$ cat config.mk
export PLATFORM = sky130hd
export DESIGN_NAME = uart_reg_bus_if
export DESIGN_NICKNAME = d
export VERILOG_FILES = /design/src/rtl/uart_reg_bus_if.sv
export SDC_FILE = /design/constraint.sdc
export NUM_CORES = 1
export LEC_CHECK = 0
export ABC_AREA = 0
export CORE_UTILIZATION = 27
export DETAILED_ROUTE_END_ITERATION = 8
export PLACE_DENSITY = 0.78
export SETUP_SLACK_MARGIN = 0.2
export SLEW_MARGIN = 20
export SYNTH_ARGS = -nofsm -noshare
export SYNTH_HDL_FRONTEND = slang
export SYNTH_SLANG_ARGS = --single-unit
export TNS_END_PERCENT = 30
$ cat constraint.sdc
create_clock -name clk_i -period 1.6 [get_ports clk_i]
set_input_delay 0.32 -clock clk_i [delete_from_list [all_inputs] [get_ports clk_i]]
set_output_delay 0.32 -clock clk_i [all_outputs]
set_load 0.01 [all_outputs]
$ cat src/rtl/uart_reg_bus_if.sv
// CPU-side responder for the UART register bank: req/gnt/rvalid handshake,
// one-hot register strobes and error-flagged read/write responses.
module uart_reg_bus_if #(
   parameter int unsigned NUM_REGS   = 4,
   parameter int unsigned DATA_WIDTH = 32,
   parameter int unsigned ADDR_WIDTH = 6
) (
   input  logic                           clk_i,
   input  logic                           rst_ni,
   input  logic                           req_i,
   input  logic                           we_i,
   input  logic [ADDR_WIDTH-1:0]          addr_i,
   input  logic [DATA_WIDTH-1:0]          wdata_i,
   output logic                           gnt_o,
   output logic                           rvalid_o,
   output logic [DATA_WIDTH-1:0]          rdata_o,
   output logic                           err_o,
   output logic [NUM_REGS-1:0]            reg_wr_en_o,
   output logic [NUM_REGS-1:0]            reg_rd_en_o,
   output logic [DATA_WIDTH-1:0]          reg_wdata_o,
   input  logic [NUM_REGS*DATA_WIDTH-1:0] reg_rdata_i
);

   localparam int unsigned IDX_W = ADDR_WIDTH - 2;

   typedef enum logic [1:0] {
      IDLE,
      ACCESS,
      RESP
   } state_t;

   state_t                state, state_next;
   logic                  we_q;
   logic                  err_q;
   logic [IDX_W-1:0]      idx_q;
   logic [DATA_WIDTH-1:0] wdata_q;
   logic [DATA_WIDTH-1:0] rdata_q;

   logic [IDX_W-1:0]      idx_in;
   logic                  err_in;
   logic                  accept;
   logic [NUM_REGS-1:0]   sel;
   logic [DATA_WIDTH-1:0] rd_sel;

   assign idx_in = addr_i[ADDR_WIDTH-1:2];
   assign err_in = (addr_i[1:0] != 2'b00) || (32'(idx_in) >= NUM_REGS);
   // Gated by reset so no grant is offered while the bank is held in reset.
   assign accept = rst_ni && (state == IDLE) && req_i;
   assign gnt_o  = accept;

   always_comb begin
      sel    = '0;
      rd_sel = '0;
      for (int unsigned k = 0; k < NUM_REGS; k++) begin
         if (idx_q == IDX_W'(k)) begin
            sel[k] = 1'b1;
            rd_sel = reg_rdata_i[k*DATA_WIDTH +: DATA_WIDTH];
         end
      end
   end

   always_ff @(posedge clk_i) begin
      if (!rst_ni) begin
         state <= IDLE;
      end else begin
         state <= state_next;
      end
   end

   always_comb begin
      state_next  = state;
      rvalid_o    = 1'b0;
      err_o       = 1'b0;
      reg_wr_en_o = '0;
      reg_rd_en_o = '0;
      case (state)
         IDLE: begin
            if (req_i) state_next = ACCESS;
         end
         ACCESS: begin
            state_next = RESP;
            if (!err_q) begin
               if (we_q) reg_wr_en_o = sel;
               else      reg_rd_en_o = sel;
            end
         end
         RESP: begin
            rvalid_o   = 1'b1;
            err_o      = err_q;
            state_next = IDLE;
         end
         default: state_next = IDLE;
      endcase
   end

   always_ff @(posedge clk_i) begin
      if (!rst_ni) begin
         we_q    <= 1'b0;
         err_q   <= 1'b0;
         idx_q   <= '0;
         wdata_q <= '0;
         rdata_q <= '0;
      end else begin
         if (accept) begin
            we_q    <= we_i;
            err_q   <= err_in;
            idx_q   <= idx_in;
            wdata_q <= wdata_i;
         end
         // Sampled on the same edge as the read strobe: read-clear bits return pre-clear value.
         if (state == ACCESS) begin
            rdata_q <= (!we_q && !err_q) ? rd_sel : '0;
         end
      end
   end

   assign reg_wdata_o = wdata_q;
   assign rdata_o     = rdata_q;

endmodule
# Word level (Yosys, flattened, before mapping)
# Cells that the tools add are included.
# W data, S select, Z words.
[op_classes] addsub=0 div_mod_pow=0 n_eq_ne=6 n_mux=19 bitwise_logic=0 magnitude_cmp=1 shift=0 n_mul=0 n_reduce_logical=9
[ops] operator="$mux W32" n=5
[ops] operator="$mux W4" n=6
[ops] operator="$eq A4 B2 Y1 const B" n=2
[ops] operator="$mux W1" n=6
[ops] operator="$eq A4 B1 Y1 const B" n=1
[ops] operator="$ge A4 B3 Y1 const B" n=1
[ops] operator="$logic_not A4 Y1" n=1
[ops] operator="$pmux W2 S2" n=1
[ops] operator="$logic_and A1 B1 Y1" n=3
[ops] operator="$eq A2 B1 Y1 const B" n=1
[ops] operator="$eq A2 B2 Y1 const B" n=1
[ops] operator="$logic_not A1 Y1" n=2
[ops] operator="$logic_not A2 Y1" n=1
[ops] operator="$mux W2" n=1
[ops] operator="$ne A2 B2 Y1 const B" n=1
[ops] operator="$reduce_bool A2 Y1" n=1
[ops] operator="$logic_or A1 B1 Y1" n=1
[totals] romBits=0 out_inout_bits=75 regBits=72 word_cells=41 ram_bits=0 n_memories=0 latchBits=0 in_bits=170

# Longest topological paths before layout
# Gate-level depths: netlist of run 1.
[depth] word_depth=6 depth_mapped=6

# Worst setup path before layout of run 1
# No wires, ideal clock.
[synth_path] path_type="register to output" from="register state[0]" to="output port reg_wr_en_o[2]" arrival_ns=1.520 required_time_ns=1.280 path_slack_ns=-0.240 path_stages_with_launch=5 cell_sequence="dfxtp_1 -> or2b_1 -> buf_4 -> or3b_2 -> nor3_1"
[synth_between] elab_chain_cells=2
[synth_lines] item="from (decl)" line_no="32" text="state_t state, state_next;"
[synth_lines] item="from (signal assigned)" line_no="66" text="state <= state_next;"
[synth_lines] item="$eq A2 B1 Y1" line_no="76" text="case (state)"
[synth_lines] item="$mux W4" line_no="76"
[synth_lines] item="to (decl)" line_no="18" text="output logic [NUM_REGS-1:0] reg_wr_en_o,"
# Every way passes these cells.

# Final worst setup path of run 1
# Ends and elaborated chain as after synthesis.

==> results of run 1 <==
-- area by class of cell --
type                    instances  share of cell area
clock buffers                  10              0.0348
clock inverters                 6             0.00646
inverters                       2             0.00114
multi-input cells             294               0.303
flip-flops and latches         72               0.220
well taps                     172              0.0327
repair buffers                271               0.402
-- placed cells by master, fill, tap and decap left out, types with 2 or more instances in the layout --
cell type and n:
dfxtp_1 68, buf_4 16, nor2_1 4, dfxtp_2 4
nand2_1 68, nand2_2 5, or3b_4 2, nand3_1 33
clkinvlp_4 2, clkbuf_16 9, o21ai_2 6, o21ai_0 30
clkinv_2 2, nor2_4 4, buf_12 4, inv_1 2
o22ai_1 31, o21ai_1 33, buf_2 4, inv_6 2
dlygate4sd2_1 64, nor3_4 2, buf_6 14, clkdlybuf4s50_1 168
mux2_2 62
-- layer usage --
metal  routed length (um)  global-route usage  share of wire  up-vias
met4                  196              0.0599          0.015        0
met3                 1380              0.0757           0.10       16
met2                 6730               0.372           0.50      193
met5                    0                   0              0        -
met1                 5160               0.198           0.38     1813
li1                     -                   -              -     1925
-- flip-flops by register name, summed over array words and instances (netlist names) --
name and flops:
err_q 1, idx_q 4, rdata_o 32, reg_wdata_o 32, state 2, we_q 1
-- power by group --
group	total, mW	leakage, nW	internal (mW)	switching, mW
Sequential	1.97	0.590	1.91	0.0624
Combinational	1.29	1.97	0.778	0.512
Clock	1.84	0.129	1.05	0.790
-- kinds of logic after synthesis --
family	count (synthesis)	synth area share
buffers and inverters	41	0.0703
DFF	72	0.405
muxes	64	0.205
AOI/OAI and AO/OA	101	0.155
and+or+nand+nor	129	0.164
-- how the worst max path moves through the flow --
stage                     end  slack [ps]  cells past startpoint
3_3_place_gp   reg_wr_en_o[2]        -470                      4
2_1_floorplan      rdata_o[0]         -60                      4
4_1_cts        reg_wr_en_o[2]        -420                      5
5_1_grt        reg_wr_en_o[2]        -490                      5
3_5_place_dp   reg_wr_en_o[2]        -480                      4
6_report       reg_wr_en_o[2]        -410                      5
-- through the flow --
| stage | instances | setup TNS [ps] |
|---|---|---|
| 2_1_floorplan | 407 | -1840 |
| 3_3_place_gp | 808 | -16230 |
| 3_5_place_dp | 808 | -17680 |
| 4_1_cts | 827 | -12230 |
| 5_1_grt | 827 | -13110 |
| 6_report | 827 | -10950 |
-- what timing repair did --
item                                    CTS  global route
gates resized for setup                 141            22
setup buffers                             3             0
pin swaps                                11             6
endpoints found under the setup margin  142            75
-- critical path, cell delays in order, from the launching register on --
cell and delay (ps):
dfxtp_2 320, or2b_1 240, or3b_4 420, buf_6 140, nor3_4 110, buf_6 130
==> results.toml, run 1 <==
[floorplan]
die-area_um2 = 13600
die_w_um = 117
coreArea_um2 = 12700
die_height_um = 117
ios = 245
start_util = 0.280
rows = 41

[yosys]
yosys_warnings = 0
ys_seq_area_frac = 0.405
yosysTopAreaCellShare = 0.405
synth_ff_type = "dfxtp_1"
synth_area_um2 = 3560
synthArstFlopShare = 0
synth.most_common_cell = "nand2_1"
synth_fp_nets = 577
netlist_top_cells_area = "dfxtp_1, mux2_2, nand2_1, o21ai_0, o22ai_1"
syn_inst = 407
synth_edf_count = 0
yosysTopAreaCell = "dfxtp_1"
avgSynthCellArea_um2 = 8.74
synth_seq_cells = 72
yosys-top-cells-count = "nand2_1, dfxtp_1, mux2_2"
synth_cell_types = 29

[critical_path]
r2r_end = "rdata_o[26]"
endpoint_kind = "primary output"
cp.arrival_ps = 1690
reg2regPathDepth = 5
startpoint = "state[0]"
r2r-start = "state[0]"
required_ps = 1280
crit_type = "flop to primary output"
reg2reg_slack_ps = -280
cp-start-kind = "flop"
path_max_fanout = 3

[timing]
setup_viol = 40
timing.hold.ws_ps = 309
rsz0062_at_grt = "yes"
tightest_slew_ps = 477
fmax_ghz = 0.497
finalHoldViolations = 0
post-route-period-util = 1.26
min_period_ps = 2010
clock_skew_ps = 5.81
fin_ws_ps = -411
drv_slew = 0
slew_headroom = 0.682

[grt]
grt-ovfl-total = 0
grt_max_degree = 43
grt_first_pass_wirelength_um = 20100
track_usage = 0.197
grt_pass1_vias = 4081
antenna_found_initial = 0

[cells_and_area]
layout-drive-gt1-share = 0.226
synthToLayoutAreaGrowth_pct = 85.0
fillers = 1217
antenna_cells = 0
utilization = 0.517
nets = 820
final_cell_area_um2 = 6580
multiInputGateArea_um2 = 1990
area.sequential_um2 = 1450

[placement]
dp_slack_ps = -475
portBuffers = 244
gp_congestion = 0.810
dp_hpwl_um = 9940
placed_area_um2 = 6230

[cts]
cts_buffer_depth = 2
cts_buffers = 9
holdBufCountCts = 0
cts.sinks = 72
path_clk_slew_ps = 60
cts_tree = "built"
clk_latency_ps = 330
htreeDepth = 3
root_buffer = "clkbuf_16"

[routing]
routedWlPerCell_um = 16.3
viasPerCell = 4.77
drcViolationCount = 0
vias = 3947
drt-total-wl_um = 13500
firstDrtPassIters = 4
ant_nets = 0
drt_iter0_markers = 135

[worst_hold_path]
hold_path.class = "primary input to flop"
min_to = "state[1]"
holdPathStages = 3
hp-start = "rst_ni"

[pwr]
p_leak_nw = 2.69
finalPower_mw = 5.11
p_per_area_nw_per_um2 = 776
ir_worst_vdd_mv = 0.554

[run_status]
violations = "setup timing"
status = "complete, but fails checks"

[run]
cap_violations = 0
Power figures use the tool's default switching activity.
==> run 2, diff against run 1 <==
SKIP_CTS_REPAIR_TIMING = 1   (was default)
==> run 2 against run 1 <==
  * The flow still finishes with violations (setup timing)
  * Clock skew up 2.1 ps
  * Sequential share of layout area is 0.95 points lower
  * Largest power group unchanged
  * Largest cell class unchanged
  * Global-route usage is 0.31 points lower
  * First-iteration DRC count up 10%
  * Utilization grew 2.3 points
  * Die area is the same
  * Highest routed layer unchanged
  * Total power increased by 1.6%
  * Flip-flop and latch count stayed put
==> results.toml, run 2 (synthesis gave the netlist of run 1 again) <==
[run_status]
status = "complete, but fails checks"
violations = "setup timing"

[routing]
drt_iter0_markers = 149
vias = 4020
ant_nets = 0
drcViolationCount = 0
firstDrtPassIters = 4
viasPerCell = 4.85
routedWlPerCell_um = 17.1
drt-total-wl_um = 14200

[grt]
grt_pass1_vias = 4005
grt_first_pass_wirelength_um = 19700
track_usage = 0.193
grt-ovfl-total = 0
grt_max_degree = 43
antenna_found_initial = 0

[critical_path]
cp-start-kind = "flop"
crit_path_max_incr_delay_ps = 530
cp_cell_sequence = "buf_4 -> or4b_4 -> nor3_2 -> clkbuf_2"
cpMaxStageDelayCell = "or4b_4"
required_ps = 1280
reg2regPathDepth = 5
crit_type = "flop to primary output"
path_max_fanout = 5
endpoint_kind = "primary output"
cp.arrival_ps = 1680

[cts]
cts.sinks = 72
cts_tree = "built"
clk_latency_ps = 330
htreeDepth = 3
path_clk_slew_ps = 60
root_buffer = "clkbuf_16"
cts_buffers = 9
cts_buffer_depth = 2

[timing]
fmax_ghz = 0.500
slew_headroom = 0.692
setup_viol = 40
min_period_ps = 2000
rsz0062_at_grt = "yes"
tightest_slew_ps = 462
post-route-period-util = 1.25
drv_slew = 0
clock_skew_ps = 7.91
fin_ws_ps = -400
finalHoldViolations = 0

[pwr]
ir_worst_vdd_mv = 0.555
p_leak_nw = 3.54
p_per_area_nw_per_um2 = 754
finalPower_mw = 5.19

[floorplan]
die-area_um2 = 13600
rows = 41
die_w_um = 117
coreArea_um2 = 12700
die_height_um = 117
ios = 245
start_util = 0.280

[worst_hold_path]
holdPathStages = 3
hold_path.class = "primary input to flop"

[cells_and_area]
antenna_cells = 0
final_common_cell = "clkdlybuf4s50_1"
synthToLayoutAreaGrowth_pct = 93.3
nets = 822
layout_common_cells = "clkdlybuf4s50_1, nand2_1, dfxtp_1"
layout-drive-gt1-share = 0.253
utilization = 0.541

[placement]
portBuffers = 244
dp_hpwl_um = 9940
gp_congestion = 0.810

[run]
cap_violations = 0
## run 2: cell types whose count changed in the layout (fill, tap and decap cells not counted), sizes merged
| cell | previous run | this run |
|---|---|---|
| dlygate4sd2 | 64 | 0 |
| buf | 39 | 37 |
| dlymetal6s2s | 0 | 64 |
| clkbuf | 10 | 14 |
## run 2: worst paths after layout
path / from / end / slack [ps]
worst max-delay path: state[0] / reg_rd_en_o[2] / -400
worst min-delay path: rst_ni / state[1] / 310
worst max register to register: state[0] / rdata_o[23] / -330
worst min register to register: reg_wdata_o[25] / reg_wdata_o[25] / 450
## run 2: worst max-delay path: cells and delay by family (launching register included)
family | cells | cell delay, ps
simple gates | 2 | 730
flops | 1 | 330
buf+inv | 2 | 290
## run 2: cell type report
class | instances | area (um^2)
Timing Repair Buffer | 273 | 2900
Inverter | 2 | 7.51
Clock inverter | 6 | 42.5
Fill cell | 1145 | 5840
Multi-Input combinational cell | 294 | 2030
Sequential cell | 72 | 1450
Tap cell | 172 | 215
Clock buffer | 10 | 229
## run 2: report_power, final
| part | total (mW) | switching (mW) | internal (mW) |
|---|---|---|---|
| Sequential | 1.97 | 0.0617 | 1.91 |
| Clock | 1.86 | 0.803 | 1.05 |
| Combinational | 1.36 | 0.533 | 0.824 |
| Total | 5.19 | 1.40 | 3.79 |
## run 2: per-stage QoR
| step | area, um^2 | hold slack, ps | TNS, ps | cells | worst slack [ps] |
|---|---|---|---|---|---|
| after global routing | 6880 | 317 | -14180 | 829 | -469 |
| final | 6880 | 310 | -12150 | 829 | -400 |
| after floorplan | 3610 | 429 | -1840 | 407 | -60.2 |
| after global placement | 6230 | 443 | -16230 | 808 | -467 |
| after CTS | 6500 | 299 | -14650 | 824 | -846 |
| after detailed placement | 6230 | 452 | -17680 | 808 | -475 |
## run 2: metal layers
layer,vias up,part of all wire,track usage
met5,-,0,0
met4,0,0.024,0.0582
met3,32,0.10,0.0778
met2,200,0.49,0.363
met1,1862,0.39,0.196
li1,1926,-,-
